<file path="config.mk">
export PLATFORM = sky130hd
export DESIGN_NAME = mul_ctrl
export DESIGN_NICKNAME = d
export VERILOG_FILES = /design/src/rtl/mul_ctrl.sv
export SDC_FILE = /design/constraint.sdc
export NUM_CORES = 1
export LEC_CHECK = 0
export ABC_AREA = 1
export CORE_MARGIN = 2
export CORE_UTILIZATION = 40
export CTS_BUF_LIST = sky130_fd_sc_hd__clkbuf_4 sky130_fd_sc_hd__clkbuf_8
export CTS_CLUSTER_SIZE = 24
export DETAILED_ROUTE_END_ITERATION = 10
export HOLD_SLACK_MARGIN = 0.02
export PLACE_DENSITY = 0.79
export SYNTH_ARGS = -nofsm -noshare
export SYNTH_HDL_FRONTEND = slang
export SYNTH_SLANG_ARGS = --single-unit
export TNS_END_PERCENT = 10
</file>
<file path="constraint.sdc">
create_clock -name clk -period 2.1 [get_ports clk]
set_clock_uncertainty 0.1 [all_clocks]
set_input_delay 0.42 -clock clk [delete_from_list [all_inputs] [get_ports clk]]
set_output_delay 0.42 -clock clk [all_outputs]
set_load 0.1 [all_outputs]
</file>
<file path="src/rtl/mul_ctrl.sv">
// Multiply-op controller: accepts a decoded RV multiply op, drives an external
// multiplier, selects the result word and holds it for writeback.
`timescale 1ns/1ps
module mul_ctrl #(
    parameter bit BYPASS_ZERO = 1'b1
) (
    input  logic        clk,
    input  logic        rst_n,
    input  logic        flush,
    input  logic        in_valid,
    output logic        in_ready,
    input  logic [1:0]  in_op,
    input  logic [4:0]  in_rd,
    input  logic [31:0] in_a,
    input  logic [31:0] in_b,
    output logic        mul_en,
    output logic        mul_is_signed,
    output logic [31:0] mul_a,
    output logic [31:0] mul_b,
    output logic        mul_stall,
    output logic        mul_flush,
    input  logic [63:0] mul_out,
    input  logic        mul_done,
    output logic        out_valid,
    input  logic        out_ready,
    output logic [4:0]  out_rd,
    output logic [31:0] out_data,
    output logic        busy
);

    typedef enum logic [1:0] {
        S_IDLE   = 2'd0,
        S_LAUNCH = 2'd1,
        S_WAIT   = 2'd2,
        S_HOLD   = 2'd3
    } state_t;

    state_t      state_q;
    logic [1:0]  op_q;
    logic [4:0]  rd_q;
    logic [31:0] a_q;
    logic [31:0] b_q;
    logic        mul_en_q;
    logic        is_signed_q;
    logic        out_valid_q;
    logic [31:0] out_data_q;
    logic        busy_q;

    logic        bypass_hit;
    logic [31:0] result_d;

    assign bypass_hit = BYPASS_ZERO && ((in_a == '0) || (in_b == '0));

    // mulh.w (01) and mulh.wu (10) return the upper word; mul.w and reserved return the lower.
    assign result_d = (op_q[1] ^ op_q[0]) ? mul_out[63:32] : mul_out[31:0];

    always_ff @(posedge clk or negedge rst_n) begin
        if (!rst_n) begin
            state_q     <= S_IDLE;
            op_q        <= '0;
            rd_q        <= '0;
            a_q         <= '0;
            b_q         <= '0;
            mul_en_q    <= 1'b0;
            is_signed_q <= 1'b0;
            out_valid_q <= 1'b0;
            out_data_q  <= '0;
            busy_q      <= 1'b0;
        end else if (flush) begin
            state_q     <= S_IDLE;
            mul_en_q    <= 1'b0;
            out_valid_q <= 1'b0;
            busy_q      <= 1'b0;
        end else begin
            case (state_q)
                S_IDLE: begin
                    if (in_valid) begin
                        op_q        <= in_op;
                        rd_q        <= in_rd;
                        a_q         <= in_a;
                        b_q         <= in_b;
                        is_signed_q <= (in_op == 2'b01);
                        busy_q      <= 1'b1;
                        if (bypass_hit) begin
                            state_q     <= S_HOLD;
                            out_data_q  <= '0;
                            out_valid_q <= 1'b1;
                        end else begin
                            state_q  <= S_LAUNCH;
                            mul_en_q <= 1'b1;
                        end
                    end
                end
                S_LAUNCH: begin
                    mul_en_q <= 1'b0;
                    state_q  <= S_WAIT;
                end
                S_WAIT: begin
                    if (mul_done) begin
                        out_data_q  <= result_d;
                        out_valid_q <= 1'b1;
                        state_q     <= S_HOLD;
                    end
                end
                S_HOLD: begin
                    if (out_ready) begin
                        out_valid_q <= 1'b0;
                        busy_q      <= 1'b0;
                        state_q     <= S_IDLE;
                    end
                end
                default: begin
                    state_q <= S_IDLE;
                end
            endcase
        end
    end

    assign in_ready      = (state_q == S_IDLE);
    assign mul_en        = mul_en_q;
    assign mul_is_signed = is_signed_q;
    assign mul_a         = a_q;
    assign mul_b         = b_q;
    assign mul_stall     = 1'b0;
    assign mul_flush     = flush;
    assign out_valid     = out_valid_q;
    assign out_data      = out_data_q;
    assign out_rd        = rd_q;
    assign busy          = busy_q;

endmodule

</file>
==> impl_metrics.json <==
{
  "status": "finished, final reports clean",
  "syn-num-nets": 806,
  "post-route-util_pct": 63.2,
  "hold_slack_ns": 0.383,
  "cp_max_fo": 32,
  "min_path_type": "reg -> reg",
  "cpPeakStageDelay_ns": 0.42,
  "rsz0062_at_grt": "false",
  "n_antenna_cell": 0,
  "post-route-period-util_pct": 92.2,
  "cp-start-kind": "input pin",
  "grt_pass1_wl_um": 22600,
  "synth.top_cells.by_area": "dfrtp_1 54%, nand2_1 18%, nor2_1 7.0%, o21ai_0 7.0%, nand3_1 3.5%",
  "crit_chain": "clkdlybuf4s50_1, inv_1, nand2_1, nor2_1, nand2_1, nor2_1, nand2_1, nand2_2, nand2_2, nand2_4, nand2_8, nand2_1, nand2_1",
  "drt-wirelength-per-cell_um": 13.8,
  "ys_seq_elements": 109,
  "ios": 249,
  "cts_max_path_buffers": 2,
  "drv_cap": 0,
  "multi_input_area_um2": 2010,
  "die_w_um": 117,
  "num_vias": 5014,
  "first_iter_violations": 358,
  "via_per_inst": 4.59,
  "clock_latency_ns": 0.37,
  "synth_top_area_share_pct": 53.6,
  "critPathCaptureType": "flop",
  "drc": 0,
  "cp_slowest_cell": "clkdlybuf4s50_1",
  "synth_cell_types": 23,
  "core_area_um2": 12500,
  "area_growth_pct": 55.3,
  "antenna_left": 0,
  "final-max-slew-violation-count": 0,
  "clk_pin_slew_ns": 0.11,
  "syn_area_um2": 5090,
  "crit_required_ns": 2.27,
  "port_buffers": 247,
  "avgSynthCellArea_um2": 7.70,
  "drive_above_1_share_pct": 17.9,
  "dp_hpwl_um": 11500,
  "globalplace.congestion": 0.874,
  "cts-htree-levels": 3,
  "post_cts_buffers": 0,
  "fin_nets": 1061,
  "cts-root-buf": "clkbuf_8",
  "path_buf_inv": 2,
  "cts_tree": "done",
  "synth_seq_area_share_pct": 53.6,
  "finalSetupTns_ns": 0,
  "antenna_found_initial": 0,
  "grt_pass1_vias": 4515,
  "num_rows": 41,
  "cp.arrival_ns": 2.10,
  "fillers": 1130,
  "die_y_um": 117,
  "first_pass_iters": 4,
  "die_area_um2": 13600,
  "setup_viol": 0,
  "crit_family": "simple AND/OR/NAND/NOR gates",
  "grt_use_total_pct": 21.5,
  "regArea_um2": 2730,
  "timing.fmax_ghz": 0.517,
  "period_needed_ns": 1.94,
  "finalHoldViolations": 0,
  "critPathMostFrequentCell": "nand2_1",
  "cts.sinks": 109,
  "syn_inst": 661,
  "synth_top_cell_by_area": "dfrtp_1",
  "start_util_pct": 40.7,
  "yosysWarnings": 0,
  "grt_overflow_total": 0,
  "drt_wl_total_um": 15100,
  "numCtsBuffers": 9,
  "grt_max_degree": 51,
  "critical_path_class": "in -> reg"
}
per-layer routing:
| layer | part of all wire [%] | vias to the layer above | track usage (%) |
|---|---|---|---|
| li1 | - | 2553 | - |
| met1 | 42 | 2273 | 27.0 |
| met2 | 49 | 170 | 36.2 |
| met3 | 7.9 | 18 | 5.82 |
| met4 | 1.7 | 0 | 7.06 |
| met5 | 0 | - | 0 |
cell usage after synthesis:
library cell / n
nor2_1: 95
a21oi_1: 1
inv_2: 1
dfrtp_1: 109
a22oi_1: 1
nand2_1: 240
nand2_2: 3
o21ai_1: 6
conb_1: 1
buf_4: 5
nor2_2: 2
a31oi_1: 1
buf_2: 21
nand4_1: 3
clkbuf_1: 6
ha_1: 4
o31ai_1: 1
nand2_4: 2
or2_1: 1
o21ai_0: 71
inv_1: 48
buf_6: 3
nand3_1: 36
flip-flops by register name (all words and copies together), names as in the netlist:
register,count
busy,1
mul_a,32
mul_b,32
mul_en,1
mul_is_signed,1
op_q,2
out_data,32
out_rd,5
out_valid,1
state_q,2
cells in the final DEF (no fill, tap or decap):
| master | synthesis | layout |
|---|---|---|
| a21oi_1 | 1 | 1 |
| a22oi_1 | 1 | 1 |
| a31oi_1 | 1 | 1 |
| buf_12 | 0 | 8 |
| buf_4 | 5 | 131 |
| bufinv_16 | 0 | 2 |
| clkbuf_8 | 0 | 10 |
| clkdlybuf4s50_1 | 0 | 139 |
| clkinv_2 | 0 | 1 |
| clkinvlp_4 | 0 | 1 |
| conb_1 | 1 | 1 |
| dfrtp_1 | 109 | 109 |
| dlygate4sd3_1 | 0 | 1 |
| ha_1 | 4 | 3 |
| ha_4 | 0 | 1 |
| inv_1 | 48 | 47 |
| inv_2 | 1 | 2 |
| inv_6 | 0 | 1 |
| inv_8 | 0 | 1 |
| nand2_1 | 240 | 240 |
| nand2_2 | 3 | 2 |
| nand2_4 | 2 | 2 |
| nand2_8 | 0 | 1 |
| nand3_1 | 36 | 36 |
| nand4_1 | 3 | 3 |
| nor2_1 | 95 | 95 |
| nor2_2 | 2 | 2 |
| o21ai_0 | 71 | 71 |
| o21ai_1 | 6 | 6 |
| o31ai_1 | 1 | 1 |
| or2_1 | 1 | 1 |
tightest hold or removal path, cell delays in order, from the launching register on:
cell and delay [ns]:
dfrtp_1 0.36, nand2_1 0.05, nand2_1 0.05
per-stage QoR:
stage               worst slack (ns)  instance area, µm²  cells
global placement              -0.173                7650   1076
global route                  0.0428                7910   1093
CTS                            0.111                7890   1093
finish                         0.164                7910   1093
detailed placement            -0.255                7650   1076
floorplan                     0.0415                5090    661
cell type report:
| class | instances | share of cell area (%) |
|---|---|---|
| flip-flops and latches | 109 | 34.5 |
| repair buffers | 279 | 32.2 |
| multi-input cells | 468 | 25.4 |
| well taps | 172 | 2.72 |
| inverters | 49 | 2.33 |
| clock buffers | 10 | 1.74 |
| clock inverters | 6 | 1.17 |
repair_timing:
| item | CTS | global route |
|---|---|---|
| hold buffers | 1 | 0 |
| hold endpoints to repair | 29 | 0 |
| setup endpoints to repair | 0 | 47 |
| resized for setup | 0 | 3 |
cell families after synthesis:
group	synth area share, %
other	0.0736
and+or+nand+nor	29.8
adders and majority gates	0.983
buffers and inverters	7.52
AOI/OAI and AO/OA	8.08
DFF	53.6
worst paths after layout:
path                                           from  cells past startpoint                       end  slack [ns]
min                        out_data[22]$_DFFE_PN0P_                      2  out_data[22]$_DFFE_PN0P_        0.38
max in group asynchronous                     rst_n                      3  out_data[10]$_DFFE_PN0P_        0.85
min reg2reg                out_data[22]$_DFFE_PN0P_                      2  out_data[22]$_DFFE_PN0P_        0.38
min in group asynchronous                     rst_n                      2     mul_a[14]$_DFFE_PN0P_        0.42
max                                         in_a[0]                     13  out_data[24]$_DFFE_PN0P_        0.16
max reg2reg                  state_q[0]$_DFFE_PN0P_                      9     mul_b[31]$_DFFE_PN0P_        0.24
Power is not shown: default switching activity piles up to over one toggle a cycle in this logic, so the estimate is an artifact.
